File: config.mk
export PLATFORM = sky130hd
export DESIGN_NAME = inst_issue_arb
export DESIGN_NICKNAME = d
export VERILOG_FILES = /design/src/rtl/inst_issue_arb_pkg.sv /design/src/rtl/inst_issue_arb_rr_arb2.sv /design/src/rtl/inst_issue_arb.sv
export SDC_FILE = /design/constraint.sdc
export NUM_CORES = 1
export LEC_CHECK = 0
export ABC_AREA = 1
export CORE_ASPECT_RATIO = 2
export CORE_MARGIN = 5
export CORE_UTILIZATION = 40
export CTS_BUF_LIST = sky130_fd_sc_hd__clkbuf_16
export DETAILED_ROUTE_END_ITERATION = 12
export PLACE_DENSITY = 0.8
export SYNTH_ARGS = -nofsm -noshare
export SYNTH_HDL_FRONTEND = slang
export SYNTH_SLANG_ARGS = --single-unit
export TNS_END_PERCENT = 10
File: constraint.sdc
create_clock -name clk -period 1.15 [get_ports clk]
set_input_delay 0.1725 -clock clk [delete_from_list [all_inputs] [get_ports clk]]
set_output_delay 0.1725 -clock clk [all_outputs]
set_load 0.05 [all_outputs]
File: src/rtl/inst_issue_arb_pkg.sv
// Shared types for the instruction issue arbiter: opcodes, the 8-bit
// instruction field layout and the issue/drain FSM states.
package inst_issue_arb_pkg;

    typedef enum logic [1:0] {
        OP_NOP = 2'b00,
        OP_ADD = 2'b01,
        OP_SUB = 2'b10,
        OP_AND = 2'b11
    } opcode_e;

    typedef struct packed {
        opcode_e    op;
        logic [1:0] rs1;
        logic [1:0] rs2;
        logic [1:0] rd;
    } inst_t;

    localparam int INST_W = $bits(inst_t);

    typedef enum logic [1:0] {
        ST_RUN,
        ST_DRAIN,
        ST_DRAINED
    } state_e;

endpackage

File: src/rtl/inst_issue_arb_rr_arb2.sv
// Two-way round-robin arbiter: combinational grant plus a 1-bit priority
// pointer that moves to the other side after every grant.
module rr_arb2 (
    input  logic       clk,
    input  logic       rst,
    input  logic       en,
    input  logic [1:0] valid,
    output logic [1:0] grant
);

    logic ptr;

    // NOTE: every signal written in always_comb gets a default first, so no
    // path leaves it unassigned and no latch is inferred.
    always_comb begin
        grant = 2'b00;
        if (en) begin
            if (valid == 2'b11) begin
                grant = ptr ? 2'b10 : 2'b01;
            end else begin
                grant = valid;
            end
        end
    end

    // NOTE: state registers use non-blocking assignments so every flop samples
    // pre-edge values regardless of process ordering.
    always_ff @(posedge clk or negedge rst) begin
        if (!rst) begin
            ptr <= 1'b0;
        end else if (|grant) begin
            // A grant to side 0 hands priority to side 1, and vice versa.
            ptr <= grant[0];
        end
    end

endmodule

File: src/rtl/inst_issue_arb.sv
// Issues instructions from two requesters into a pipeline, one per cycle,
// with a drain mode that stops issue and flushes the EX/WB stages.
module inst_issue_arb
    import inst_issue_arb_pkg::*;
#(
    parameter logic [INST_W-1:0] NOP_INST     = 8'h00,
    parameter int                DRAIN_CYCLES = 2
) (
    input  logic              clk,
    input  logic              rst,
    input  logic              req0_valid,
    input  logic [INST_W-1:0] req0_inst,
    output logic              req0_ready,
    input  logic              req1_valid,
    input  logic [INST_W-1:0] req1_inst,
    output logic              req1_ready,
    input  logic              drain_req,
    output logic              drain_done,
    output logic [INST_W-1:0] inst_out,
    output logic              inst_src,
    output logic [7:0]        issue_cnt0,
    output logic [7:0]        issue_cnt1
);

    localparam int CNT_W = (DRAIN_CYCLES > 1) ? $clog2(DRAIN_CYCLES + 1) : 1;
    localparam logic [CNT_W-1:0] DRAIN_LOAD = CNT_W'(DRAIN_CYCLES);

    state_e           state, state_nxt;
    logic [CNT_W-1:0] drain_cnt, drain_cnt_nxt;
    logic [1:0]       grant;
    logic             arb_en;
    logic             xfer;
    inst_t            sel_inst;

    // Reset gates the grant so both readies are low while rst is held.
    assign arb_en = (state == ST_RUN) && rst;

    rr_arb2 u_arb (
        .clk   (clk),
        .rst   (rst),
        .en    (arb_en),
        .valid ({req1_valid, req0_valid}),
        .grant (grant)
    );

    assign req0_ready = grant[0];
    assign req1_ready = grant[1];
    assign xfer       = |grant;
    assign sel_inst   = grant[1] ? inst_t'(req1_inst) : inst_t'(req0_inst);

    always_comb begin
        state_nxt     = state;
        drain_cnt_nxt = drain_cnt;
        drain_done    = 1'b0;
        unique case (state)
            ST_RUN: begin
                if (drain_req) begin
                    state_nxt     = ST_DRAIN;
                    drain_cnt_nxt = DRAIN_LOAD;
                end
            end
            ST_DRAIN: begin
                // drain_req is ignored here: a started drain always completes.
                if (drain_cnt <= CNT_W'(1)) begin
                    state_nxt     = ST_DRAINED;
                    drain_cnt_nxt = '0;
                end else begin
                    drain_cnt_nxt = drain_cnt - CNT_W'(1);
                end
            end
            ST_DRAINED: begin
                drain_done = drain_req;
                if (!drain_req) begin
                    state_nxt = ST_RUN;
                end
            end
            default: begin
                state_nxt     = ST_RUN;
                drain_cnt_nxt = '0;
            end
        endcase
    end

    always_ff @(posedge clk or negedge rst) begin
        if (!rst) begin
            state      <= ST_RUN;
            drain_cnt  <= '0;
            inst_out   <= NOP_INST;
            inst_src   <= 1'b0;
            issue_cnt0 <= 8'h00;
            issue_cnt1 <= 8'h00;
        end else begin
            state     <= state_nxt;
            drain_cnt <= drain_cnt_nxt;
            if (xfer) begin
                inst_out <= sel_inst;
                inst_src <= grant[1];
            end else begin
                inst_out <= NOP_INST;
                inst_src <= 1'b0;
            end
            if (grant[0]) begin
                issue_cnt0 <= issue_cnt0 + 8'd1;
            end
            if (grant[1]) begin
                issue_cnt1 <= issue_cnt1 + 8'd1;
            end
        end
    end

endmodule

Yosys cells after proc, flatten, opt, wreduce, memory -nomap -nowiden
Index checks and enable logic that the tools add are counted.
{ "totals": {"ff_bits": 30, "out_inout_bits": 28, "word_cells": 37} }
{ "classes": {"addsub": 3, "order_cmp": 1, "eq_ne": 6, "n_mux": 14, "bitwise": 1, "reduce_logical": 5} }
{ "op_table": {"columns": ["cell", "count"], "rows": [
  ["$add 8x1->8 const B", 2],
  ["$mux 2", 8],
  ["$mux 8", 2],
  ["$pmux 2 s3", 2],
  ["$ne 2x2->1 const B", 3],
  ["$eq 2x2->1 const B", 2],
  ["$reduce_and 3->1", 1],
  ["$eq 2x1->1 const B", 1],
  ["$le 2x1->1 const B", 1],
  ["$logic_not 2->1", 1],
  ["$mux 1", 2],
  ["$reduce_and 2->1", 1],
  ["$reduce_or 2->1", 1],
  ["$sub 2x1->2 const B", 1],
  ["$logic_and 1x1->1", 1],
  ["$not 1->1", 1]
]} }

Longest topological paths before layout
{ "logic_depth": {"word_depth": 5, "ltp_mapped": 8, "mapped_depth_nobuf": 7} }

Hierarchy
From an unflattened synthesis, not the netlist that was laid out.
{ "hier_totals": {"hier_cells": 153, "hier_area_um2": 1352.5} }
{ "modules_own_cells": {"columns": ["mod", "instances", "cells_per_inst", "area_per_inst_um2"], "rows": [
  ["inst_issue_arb", 1, 142, 1288.7],
  ["rr_arb2", 1, 11, 63.8]
]} }

Least setup slack after synthesis
No wires, ideal clock.
{ "synth_timing": {"kind": "register to register", "startpoint": "register issue_cnt0[0]", "endpoint": "register issue_cnt0[6]", "t_arrival_ns": 1.397, "path_slack_ns": -0.366, "path_stages_with_launch": 7, "n_path_buf": 0, "synth_period_minus_slack_ns": 1.516, "cell_sequence": "dfrtp_1 ha_1 nand3_1 nor3_1 nand2_1 nand2_1 nand2_1"} }
{ "synth_via": {"elab_chain_len": 1} }
{ "synth_lines": {"columns": ["item", "line_no", "rtl"], "rows": [
  ["from (decl)", "inst_issue_arb.sv:21", "output logic [7:0] issue_cnt0,"],
  ["from (signal assigned)", "inst_issue_arb.sv:103", "issue_cnt0 <= issue_cnt0 + 8'd1;"],
  ["$add 8x1->8", "inst_issue_arb.sv:103", null]
]} }
Every way passes these cells.
A chain may end at the register's enable or synchronous reset.

Worst setup path after layout
{ "layout_timing": {"startpoint": "register state[0]", "endpoint": "output req1_ready"} }
{ "layout_via": {"elab_chain_len": 3} }
{ "layout_lines": {"columns": ["item", "line_no", "rtl"], "rows": [
  ["from (decl)", "inst_issue_arb.sv:28", "state_e state, state_nxt;"],
  ["from (signal assigned)", "inst_issue_arb.sv:93", "state <= state_nxt;"],
  ["$logic_not 2->1", "inst_issue_arb.sv:36", "assign arb_en = (state == ST_RUN) && rst;"],
  ["$logic_and 1x1->1", "inst_issue_arb.sv:36", null],
  ["$mux 2", "inst_issue_arb_rr_arb2.sv:17", "if (en) begin"],
  ["to (decl)", "inst_issue_arb.sv:16", "output logic req1_ready,"]
]} }
Every way passes these cells.

==> run_results.csv <==
group,metric,value,unit
job,maxCapViolCount,0,
final_layout,nFillCells,217,
worst_setup_path,reg2reg_depth,7,
cts,cts_root_buffer,"clkbuf_16",
synthesis,seq_area_frac_synth,0.5034,
sta,hold_ws,103.4,ps
synthesis,synthTopCellsByCount,"nand2_1 (72), dfrtp_1 (30), inv_1 (12), nand2_2 (12), nand3_1 (10)",
worst_hold_path,min_path_type,"primary input to asynchronous set/reset pin",
synthesis,async_reset_ff_frac,1.000,
final_layout,synthToLayoutAreaGrowth,85.74,%
detailed_routing,drt_iter0_markers,42,
sta,setup_viol,33,
placed_design,place.port_buffers,48,
synthesis,synthDistinctLibCells,25,
synthesis,yosysWarnings,0,
pwr,switching_share,0.4032,
sta,fin_tns_setup,-4844,ps
detailed_routing,num_vias,1524,
pwr,power.leakage,1.328,nW
cts,cts_hold_buffers,0,
detailed_routing,drc,0,
die,die_area,5124,um^2
grt,grt_pass1_wl,7617,um
sta,slew_headroom,0.8148,
worst_setup_path,slowest_delay,410,ps
grt,grt_usage,0.2123,
detailed_routing,vias_per_cell,4.900,
worst_setup_path,worstPathMaxFanout,3,
worst_setup_path,cp_common_cell,"nand2_2",
worst_setup_path,start_kind,"flop",
final_layout,finalCoreUtilization,0.7680,
die,rows,31,
final_layout,nets,284,
pwr,combinationalPowerShare,0.543,
worst_setup_path,critPathArrivalTime,1240,ps
die,io_pins,49,
worst_setup_path,cp.depth,6,
synthesis,synth_edf_count,0,
placed_design,dp_hpwl,3007,um
status,status,"complete, but fails checks",
grt,antenna_found_initial,0,
pwr,p_seq_frac,0.270,
synthesis,yosysTopAreaCell,"dfrtp_1",
cts,clockBufferDepth,2,
synthesis,synth_area_leaders,"dfrtp_1 (50%), nand2_1 (18%), nand2_2 (5.0%)",
synthesis,syn_nets,199,
worst_setup_path,required,980,ps
final_layout,final_cell_area,2770,um^2
final_layout,drive_gt1_frac,0.4084,
synthesis,ys_ff_latch,30,
synthesis,yosysMostFrequentCell,"nand2_1",
worst_setup_path,crit_buf_inv,3,
detailed_routing,ant_nets,0,
final_layout,ff_latch_area,762.0,um^2
detailed_routing,finalWirelength,4853,um
cts,clk_pin_slew,50,ps
sta,finClkSkew,7.886,ps
status,violations,"setup timing",
grt,grt_pass1_vias,1658,
sta,finalHoldViolCount,0,
detailed_routing,first_pass_iters,4,
pwr,p_per_area,2326,nW/um^2
grt,overflow,0,
placed_design,detailedPlace.worstSlack,-345.4,ps
cts,htreeDepth,2,
synthesis,syn_area,1491,um^2
sta,setup_ws,-265.4,ps
worst_setup_path,end_kind,"output pin",
pwr,ir_worst_vdd,2.069,mV
die,die_w,53.18,um
sta,tightest_slew,277.9,ps
placed_design,place_congestion,0.7881,
die,coreArea,3607,um^2
final_layout,insertedDiodeCount,0,
grt,grt_max_degree,21,
sta,final.min_clock_period,1415,ps
sta,slew_violations,0,
synthesis,synth_top_area_frac,0.5034,
synthesis,avgSynthCellArea,8.474,um^2
worst_setup_path,path_class,"flop to output pin",
synthesis,ys.flop_type,"dfrtp_1",
worst_setup_path,path_cells,"inv_2 > nand2_2 > nor2_4 > nand2_2 > inv_4 > buf_12",
sta,fin_crit_sh,1.231,
sta,grt_setup_unrepaired,"yes",
cts,clock_sinks,30,
sta,max_freq,0.7065,GHz
die,initial_core_util,0.4135,
cts,clk_latency,280,ps
synthesis,synth_cells,176,
cts,tritoncts,"done",
final_layout,multi_input_area,695.7,um^2
placed_design,place_area,2507,um^2
pwr,p_sw,2.598,mW
pwr,pwr-share-clk,0.187,
die,die_y,96.36,um
cts,numCtsBuffers,5,
pwr,p_int,3.845,mW
worst_setup_path,slowest_stage,"dfrtp_1",
worst_setup_path,cpLargestDelayFamily,"flip-flops",
detailed_routing,wl_per_cell,15.60,um
cells in the final DEF (no fill, tap or decap), drive strengths merged, types with 3 or more instances in the layout:
cell            n
buf            61
clkbuf          5
clkdlybuf4s50  18
dfrtp          30
inv            17
nand2          84
nand3          10
nor2           10
o21ai           8
xnor2           3
xor2            3
cell families after synthesis:
kind of cell | after synthesis | share of synthesized area
buffers and inverters | 18 | 0.06795
and+or+nand+nor | 109 | 0.3255
AOI/OAI and AO/OA | 11 | 0.04614
DFF | 30 | 0.5034
xor gates and xnor gates | 6 | 0.04028
adders and majority gates | 2 | 0.01678
flip-flops by register name, summed over array words and instances, names as in the netlist:
register    flops
issue_cnt1      8
u_arb.ptr       1
inst_out        8
state           2
inst_src        1
issue_cnt0      8
drain_cnt       2
power by group through the flow:
stage          clock [mW]  combinational (mW)  sequential (mW)
2_1_floorplan           0               0.862             2.28
3_3_place_gp            0                2.99             1.69
3_5_place_dp            0                3.06             1.70
4_1_cts              1.22                3.32             1.72
5_1_grt              1.28                3.67             1.78
6_report             1.21                3.50             1.74
routing by layer:
layer	vias up	wire length [um]	part of all wire	track usage
li1	718	-	-	-
met1	726	1517	0.31	0.1875
met2	67	2867	0.59	0.4035
met3	13	285	0.059	0.05891
met4	0	182	0.038	0.1215
met5	-	0	0	0
metrics by stage:
stage	power [mW]	cells
after CTS	6.254	310
final	6.443	311
after global placement	4.683	296
after global routing	6.732	311
after detailed placement	4.756	296
after floorplan	3.141	176
cell type report:
type | count | share of cell area
Timing Repair Buffer | 81 | 0.3812
Sequential cell | 30 | 0.2751
Multi-Input combinational cell | 128 | 0.2511
Clock buffer | 5 | 0.04517
Tap cell | 49 | 0.02213
Inverter | 15 | 0.02123
Clock inverter | 3 | 0.004065
timing repair:
item	CTS	global route
setup buffers	6	1
endpoints found under the setup margin	29	35
pin swaps	3	3
endpoints found under the hold margin	0	0
gates resized for setup	16	10
worst paths after layout:
check | from | slack (ps) | end
max in group asynchronous | rst | 740 | issue_cnt1[4]
max | state[0] | -270 | req1_ready
min | rst | 100 | u_arb.ptr
min reg2reg | drain_cnt[0] | 510 | drain_cnt[0]
min in group clk | req1_inst[1] | 430 | inst_out[1]
max reg2reg | state[1] | -220 | issue_cnt0[4]
No activity file was read; power rests on OpenSTA's default activity.
